## src/rtl/osc_monitor.sv

```systemverilog
// rtl/osc_monitor.sv - gated edge counter that checks a free-running clock is alive and in range
module osc_monitor #(
    parameter int          GATE_CYCLES = 48000,
    parameter int          CNT_W       = 16,
    parameter int unsigned MIN_COUNT   = 11000,
    parameter int unsigned MAX_COUNT   = 13000
) (
    input  logic             clk,
    input  logic             rst_n,
    input  logic             enable,
    input  logic             sig_in,
    output logic [CNT_W-1:0] count,
    output logic             count_valid,
    output logic             in_range,
    output logic             alive,
    output logic             overflow
);

    localparam int               GW        = $clog2(GATE_CYCLES);
    localparam logic [GW-1:0]    GATE_LAST = GW'(GATE_CYCLES - 1);
    localparam logic [CNT_W-1:0] MIN_C     = CNT_W'(MIN_COUNT);
    localparam logic [CNT_W-1:0] MAX_C     = CNT_W'(MAX_COUNT);
    localparam logic [CNT_W-1:0] CNT_MAX   = {CNT_W{1'b1}};

    typedef enum logic [1:0] {
        ST_IDLE    = 2'd0,
        ST_ARM     = 2'd1,
        ST_MEASURE = 2'd2
    } state_t;

    state_t           state_q, state_d;
    logic [1:0]       arm_cnt_q, arm_cnt_d;
    logic [GW-1:0]    gate_q, gate_d;
    logic [CNT_W-1:0] edge_cnt_q, edge_cnt_d;
    logic             ovf_bit_q, ovf_bit_d;
    logic             sync1_q, sync1_d;
    logic             sync2_q, sync2_d;
    logic             sync3_q, sync3_d;
    logic [CNT_W-1:0] count_q, count_d;
    logic             count_valid_q, count_valid_d;
    logic             in_range_q, in_range_d;
    logic             alive_q, alive_d;
    logic             overflow_q, overflow_d;

    logic             sig_edge;
    logic [CNT_W-1:0] cnt_inc;
    logic             ovf_inc;

    // Rising-edge detect on the synchronized input, and the saturating "count plus this edge" value
    always_comb begin
        sync1_d  = sig_in;
        sync2_d  = sync1_q;
        sync3_d  = sync2_q;
        sig_edge = sync2_q & ~sync3_q;
        if (sig_edge && (edge_cnt_q != CNT_MAX)) begin
            cnt_inc = edge_cnt_q + 1'b1;
        end else begin
            cnt_inc = edge_cnt_q;
        end
        ovf_inc = ovf_bit_q | (sig_edge & (edge_cnt_q == CNT_MAX));
    end

    // Measurement sequencer: idle, synchronizer flush, then back-to-back gate windows
    always_comb begin
        state_d       = state_q;
        arm_cnt_d     = arm_cnt_q;
        gate_d        = gate_q;
        edge_cnt_d    = edge_cnt_q;
        ovf_bit_d     = ovf_bit_q;
        count_d       = count_q;
        count_valid_d = 1'b0;
        in_range_d    = in_range_q;
        alive_d       = alive_q;
        overflow_d    = overflow_q;
        case (state_q)
            ST_IDLE: begin
                arm_cnt_d  = 2'd0;
                gate_d     = '0;
                edge_cnt_d = '0;
                ovf_bit_d  = 1'b0;
                if (enable) begin
                    state_d = ST_ARM;
                end
            end
            ST_ARM: begin
                gate_d     = '0;
                edge_cnt_d = '0;
                ovf_bit_d  = 1'b0;
                if (!enable) begin
                    state_d   = ST_IDLE;
                    arm_cnt_d = 2'd0;
                end else if (arm_cnt_q == 2'd2) begin
                    state_d   = ST_MEASURE;
                    arm_cnt_d = 2'd0;
                end else begin
                    arm_cnt_d = arm_cnt_q + 2'd1;
                end
            end
            ST_MEASURE: begin
                if (!enable) begin
                    // Abandon the partial window; published results stay as they were
                    state_d    = ST_IDLE;
                    gate_d     = '0;
                    edge_cnt_d = '0;
                    ovf_bit_d  = 1'b0;
                end else if (gate_q == GATE_LAST) begin
                    count_d       = cnt_inc;
                    overflow_d    = ovf_inc;
                    alive_d       = (cnt_inc != '0);
                    in_range_d    = (cnt_inc >= MIN_C) && (cnt_inc <= MAX_C) && !ovf_inc;
                    count_valid_d = 1'b1;
                    gate_d        = '0;
                    edge_cnt_d    = '0;
                    ovf_bit_d     = 1'b0;
                end else begin
                    gate_d     = gate_q + 1'b1;
                    edge_cnt_d = cnt_inc;
                    ovf_bit_d  = ovf_inc;
                end
            end
            default: begin
                state_d = ST_IDLE;
            end
        endcase
    end

    // All state, synchronizer and registered outputs
    always_ff @(posedge clk or negedge rst_n) begin
        if (!rst_n) begin
            state_q       <= ST_IDLE;
            arm_cnt_q     <= 2'd0;
            gate_q        <= '0;
            edge_cnt_q    <= '0;
            ovf_bit_q     <= 1'b0;
            sync1_q       <= 1'b0;
            sync2_q       <= 1'b0;
            sync3_q       <= 1'b0;
            count_q       <= '0;
            count_valid_q <= 1'b0;
            in_range_q    <= 1'b0;
            alive_q       <= 1'b0;
            overflow_q    <= 1'b0;
        end else begin
            state_q       <= state_d;
            arm_cnt_q     <= arm_cnt_d;
            gate_q        <= gate_d;
            edge_cnt_q    <= edge_cnt_d;
            ovf_bit_q     <= ovf_bit_d;
            sync1_q       <= sync1_d;
            sync2_q       <= sync2_d;
            sync3_q       <= sync3_d;
            count_q       <= count_d;
            count_valid_q <= count_valid_d;
            in_range_q    <= in_range_d;
            alive_q       <= alive_d;
            overflow_q    <= overflow_d;
        end
    end

    assign count       = count_q;
    assign count_valid = count_valid_q;
    assign in_range    = in_range_q;
    assign alive       = alive_q;
    assign overflow    = overflow_q;

endmodule

```

## config.mk

```make
export PLATFORM = sky130hd
export DESIGN_NAME = osc_monitor
export DESIGN_NICKNAME = d
export VERILOG_FILES = /design/src/rtl/osc_monitor.sv
export SDC_FILE = /design/constraint.sdc
export NUM_CORES = 1
export LEC_CHECK = 0
export CAP_MARGIN = 10
export CORE_UTILIZATION = 45
export CTS_CLUSTER_SIZE = 25
export DETAILED_ROUTE_END_ITERATION = 16
export MAX_ROUTING_LAYER = met4
export PLACE_DENSITY_LB_ADDON = 0.2
export SLEW_MARGIN = 20
export SYNTH_ARGS = -nofsm -noshare
export SYNTH_HDL_FRONTEND = slang
export SYNTH_SLANG_ARGS = --single-unit
```

## constraint.sdc

```tcl
create_clock -name clk -period 5.34 [get_ports clk]
set_clock_uncertainty 0.05 [all_clocks]
set_input_delay 0.534 -clock clk [delete_from_list [all_inputs] [get_ports clk]]
set_output_delay 0.534 -clock clk [all_outputs]
set_load 0.05 [all_outputs]
```

Word-level counts from Yosys, hierarchy flattened. Cells that the tools add are included.

Bits in registers: 60. Output and inout port bits: 20. Word-level logic and storage cells: 63.

Add/subtract/negate cells: 3. Magnitude comparators: 2. Eq/ne operators: 9. Mux-type cells: 21. Bitwise operators: 4. Reductions and logical operators: 11.

Operator list (number): $mux 16 (5); $pmux 16 s2 (2); $add 16x1->16 const B (2); $eq 16x16->1 const B (2); $ge 16x14->1 const B (1); $le 16x14->1 const B (1); $ne 16x16->1 const B (1); $reduce_bool 16->1 (1); $mux 2 (6); $pmux 2 s3 (1); $reduce_and 3->1 (2); $mux 1 (5); $eq 2x2->1 const B (2); $ne 2x2->1 const B (2); $pmux 2 s2 (1); $reduce_bool 2->1 (2); $logic_and 1x1->1 (3); $ne 3x3->1 const B (1); $add 2x1->2 const B (1); $and 1x1->1 (2); $eq 2x1->1 const B (1); $logic_not 2->1 (1); $pmux 1 s2 (1); $reduce_or 2->1 (1); 3 further kinds (3).

Longest topological paths before layout.
Depth after elaboration: 7. Depth in mapped cells: 9.

Worst setup path before layout. Ideal clock, no wire load.

Kind: register -> register. Start: reg edge_cnt_q[0]. End: reg in_range_q (netlist: in_range). Library setup time: 0.087 ns. Data arrival time: 2.461 ns. Setup slack: 2.742 ns. Stages on the path, launching flop included: 10. Path buffers: 1. Period minus slack after synthesis: 2.598 ns. Cells stage by stage: dfrtp_1 -> ha_1 -> nand4_4 -> or4_4 -> buf_6 -> a2111oi_4 -> nor3_1 -> nor4_2 -> a21oi_1 -> a22oi_1.

Longest elaborated chain between the ends: 6. Elaborated cells between the ends (all ways): 12.

RTL lines: start, declared (line 34) `logic [CNT_W-1:0] edge_cnt_q, edge_cnt_d;`; start signal, assigned (line 147) `edge_cnt_q <= edge_cnt_d;`; branches (longest 5 deep; another with $add 16x1->16); $logic_and 1x1->1 * (line 110) `in_range_d = (cnt_inc >= MIN_C) && (cnt_inc <= MAX_C) && !ovf_inc;`; end signal, assigned (line 154) `in_range_q <= in_range_d;`; end, declared (line 41) `logic in_range_q, in_range_d;`.

Mark *: on every way between the ends. A chain may end at the register's enable or synchronous reset.

Worst setup path in the final report. Ends and elaborated chain as after synthesis.

==> impl_results.md <==
* Layout cells sized above 1 at 9.686%
* Setup CP Type: flop to flop
* Final setup fails at 0
* Core area at 7214 um^2
* Drt pass-1 iters at 4
* Multi-input logic area at 1700 um^2
* Total negative slack at 0 ps
* Complex-gate fraction of the synthesized area at 14.19%
* Xor/xnor share of the synthesized area at 5.243%
* Pin count of the biggest net entering global routing at 61
* Seq/Total Area, Yosys at 44.94%
* Mapped Cells at 361
* Final Cycle Share at 54.27%
* Placement Cell Area at 3586 um^2
* DR iter-0 viols at 145
* Synth top cells by count: nand2_1, dfrtp_1, o21ai_0, nor2_1, clkbuf_1
* Pre-CTS setup slack at 2438 ps
* CTS resizes at 0
* IO Pins at 24
* Top cells by area, synth: dfrtp_1, nand2_1, o21ai_0, xnor2_1, nor2_1
* Area Overhead vs Synth at 14.08%
* DRC at 0
* Async set-or-reset flop fraction in the synthesized netlist at 100.0%
* Max Cap Viol at 0
* Final WS setup at 2442 ps
* Max Fclk at 0.3451 GHz
* Cell Area, Synth at 3341 um^2
* Antenna cells at 0
* Count of input and output buffers at 23
* Cts bufs inserted at 9
* Post-synth cell types at 67
* Synth warn at 0
* Reg-to-reg endpoint: in_range
* Post-Syn Nets at 367
* Die width at 88.16 um
* Seq cells post-synth at 60
* Multiplexer share of the synthesized area at 1.498%
* Share of the synthesized area in the top cell type at 44.94%
* Worst endpoint required time at 5560 ps
* Post-synthesis adder-cell area fraction at 0.7491%
* Tmin final at 2898 ps
* Die ar. at 7772 um^2
* Post-CTS setup buffers at 0
* CP Launch Type: flop
* Worst path cell trace: ha_1 > nand4_4 > or3_1 > o21ai_1 > or3b_1 > nor4_1 > o2111ai_1 > a22oi_1
* Sink Count at 60
* Design Area, Final at 3811 um^2
* Post-synth EDFFs at 0
* Largest area contributor in the netlist: dfrtp_1
* Initial Utilization at 46.31%
* Die extent in y at 88.16 um
* Vias in the first global route at 2423
* Status: finished, final reports clean
* Avg WL per Cell at 14.88 um
* CTS tree: done
* Path depth of the worst reg2reg path at 8
* Max clock buf depth at 2
* Fin nets at 383
* Syn_area_per_cell at 9.254 um^2
* Gpl congestion at 0.8095
* Post-synth top flop: dfrtp_1
* DP HPWL at 4.853 mm
* Register-to-register setup slack at 2440 ps
* Drt via density at 5.507
* Worst-path maximum fanout at 8
* Count of final max-slew check failures at 0
* Vias post-DR at 2649
* Worst-path clk slew at 80 ps
* Main combinational cell family by area after synthesis: simple AND/OR/NAND/NOR gates
* GRT Util Overall at 21.39%
* Antenna violations before repair at 0
* Unrepaired setup endpoints after global routing: no
* Top-count cell post-synth: nand2_1
* Worst path max stage delay at 550 ps
* CP max stage cell: dfrtp_1
* Tightest Pin Transition at 832.0 ps
* Storage element area at 1501 um^2
* PwrDens at 249.0 nW/um^2
* Critical path arrival at 3120 ps
* Pleak at 1.549 nW
* Antenna viol nets, final at 0
* H-tree depth at 3
* Wire length of the first global-routing pass at 12.03 mm
* Fillcell total at 705
* Worst skew pair latency at 350 ps
* VDD IR max at 180.6 uV
* Total grt overflow at 0
* CTS Hold Buffers Added at 0
* CTS root buffer: clkbuf_8
* Critical Path Sink Type: flop
* Reg-to-Reg Start: edge_cnt_q[0]
* Post-Synth Simple-Gate Area at 29.14%
* Hold WC Path Type: input pin to async pin
* Slew margin rel. at 44.50%
* Final wirelength at 7.157 mm
* Hold Fails Final Rpt at 0
* Num rows at 31
## per-layer routing
layer,vias up,track usage (%),routed length [um]
met5,-,-,0
met4,0,11.29,174
met3,14,4.241,247
met2,49,32.10,3279
met1,1261,27.22,3456
li1,1325,-,-
## placed cells by master, fill, tap and decap left out, types with 3 or more instances in the layout
master / n
nand2_1: 63
dfrtp_1: 60
o21ai_0: 40
clkdlybuf4s50_1: 22
nor2_1: 19
nor3_1: 12
xnor2_1: 12
a21oi_1: 10
clkbuf_8: 9
nand4_1: 8
xor2_1: 8
nor4_1: 7
and3_1: 6
nand3_1: 6
inv_1: 6
o31ai_1: 5
mux2i_1: 5
nor2b_1: 4
nand3b_1: 4
or3_1: 4
nand2b_1: 4
nand3_2: 3
or4_1: 3
## flip-flops by register name (all words and copies together) (netlist names), 2 cells and up
register and cells:
arm_cnt_q 2, count 16, edge_cnt_q 16, gate_q 16
state_q 2
## worst max-delay path, delay by kind of cell, from the launching register on
kind / cells / cell delay (ps)
AO/OA/AOI/OAI: 3 / 500
adder cells (fa/ha/maj): 1 / 360
flip-flops: 1 / 550
AND/OR/NAND/NOR: 4 / 1360
## cells by family (layout without fill, tap and decap cells)
family / Yosys count / after routing
AO/OA/AOI/OAI: 76 / 76
multiplexers: 5 / 5
adder cells (fa/ha/maj): 2 / 2
AND/OR/NAND/NOR: 172 / 172
XOR/XNOR: 20 / 20
flip-flops: 60 / 60
buffers and inverters: 26 / 47
## per-stage QoR
step / util [%] / power [mW] / cells / hold WS (ps)
finish: 52.83 / 0.9489 / 481 / 286.4
global placement: 49.71 / 0.4898 / 465 / 285.8
detailed placement: 49.71 / 0.4902 / 465 / 288.6
floorplan: - / 0.4767 / 361 / 188.4
global route: 52.83 / 0.9817 / 481 / 306.8
CTS: 52.79 / 0.9592 / 481 / 306.2
## cell type report
cell class	count	area share (%)
tap	99	3.250
clock buffer	9	3.250
clock inverter	7	2.594
multi-input combinational	275	44.62
sequential	60	39.40
inverter	6	0.5909
timing repair buffer	25	6.303
## worst max-delay path by stage
stage,startpoint,end,slack (ps)
after global routing,edge_cnt_q[0],alive,2240
after CTS,edge_cnt_q[0],in_range,2450
final,edge_cnt_q[0],in_range,2440
after global placement,enable,gate_q[13],2480
after detailed placement,enable,in_range,2440
after floorplan,edge_cnt_q[0],in_range,2740
## power by group
part / leakage (nW) / internal [mW] / total, mW / switching [mW]
clock network: 0.110 / 0.265 / 0.468 / 0.204
registers: 0.823 / 0.456 / 0.459 / 0.00238
logic: 0.616 / 0.00632 / 0.0215 / 0.0152
total: 1.55 / 0.728 / 0.949 / 0.221
Power figures use the tool's default switching activity.
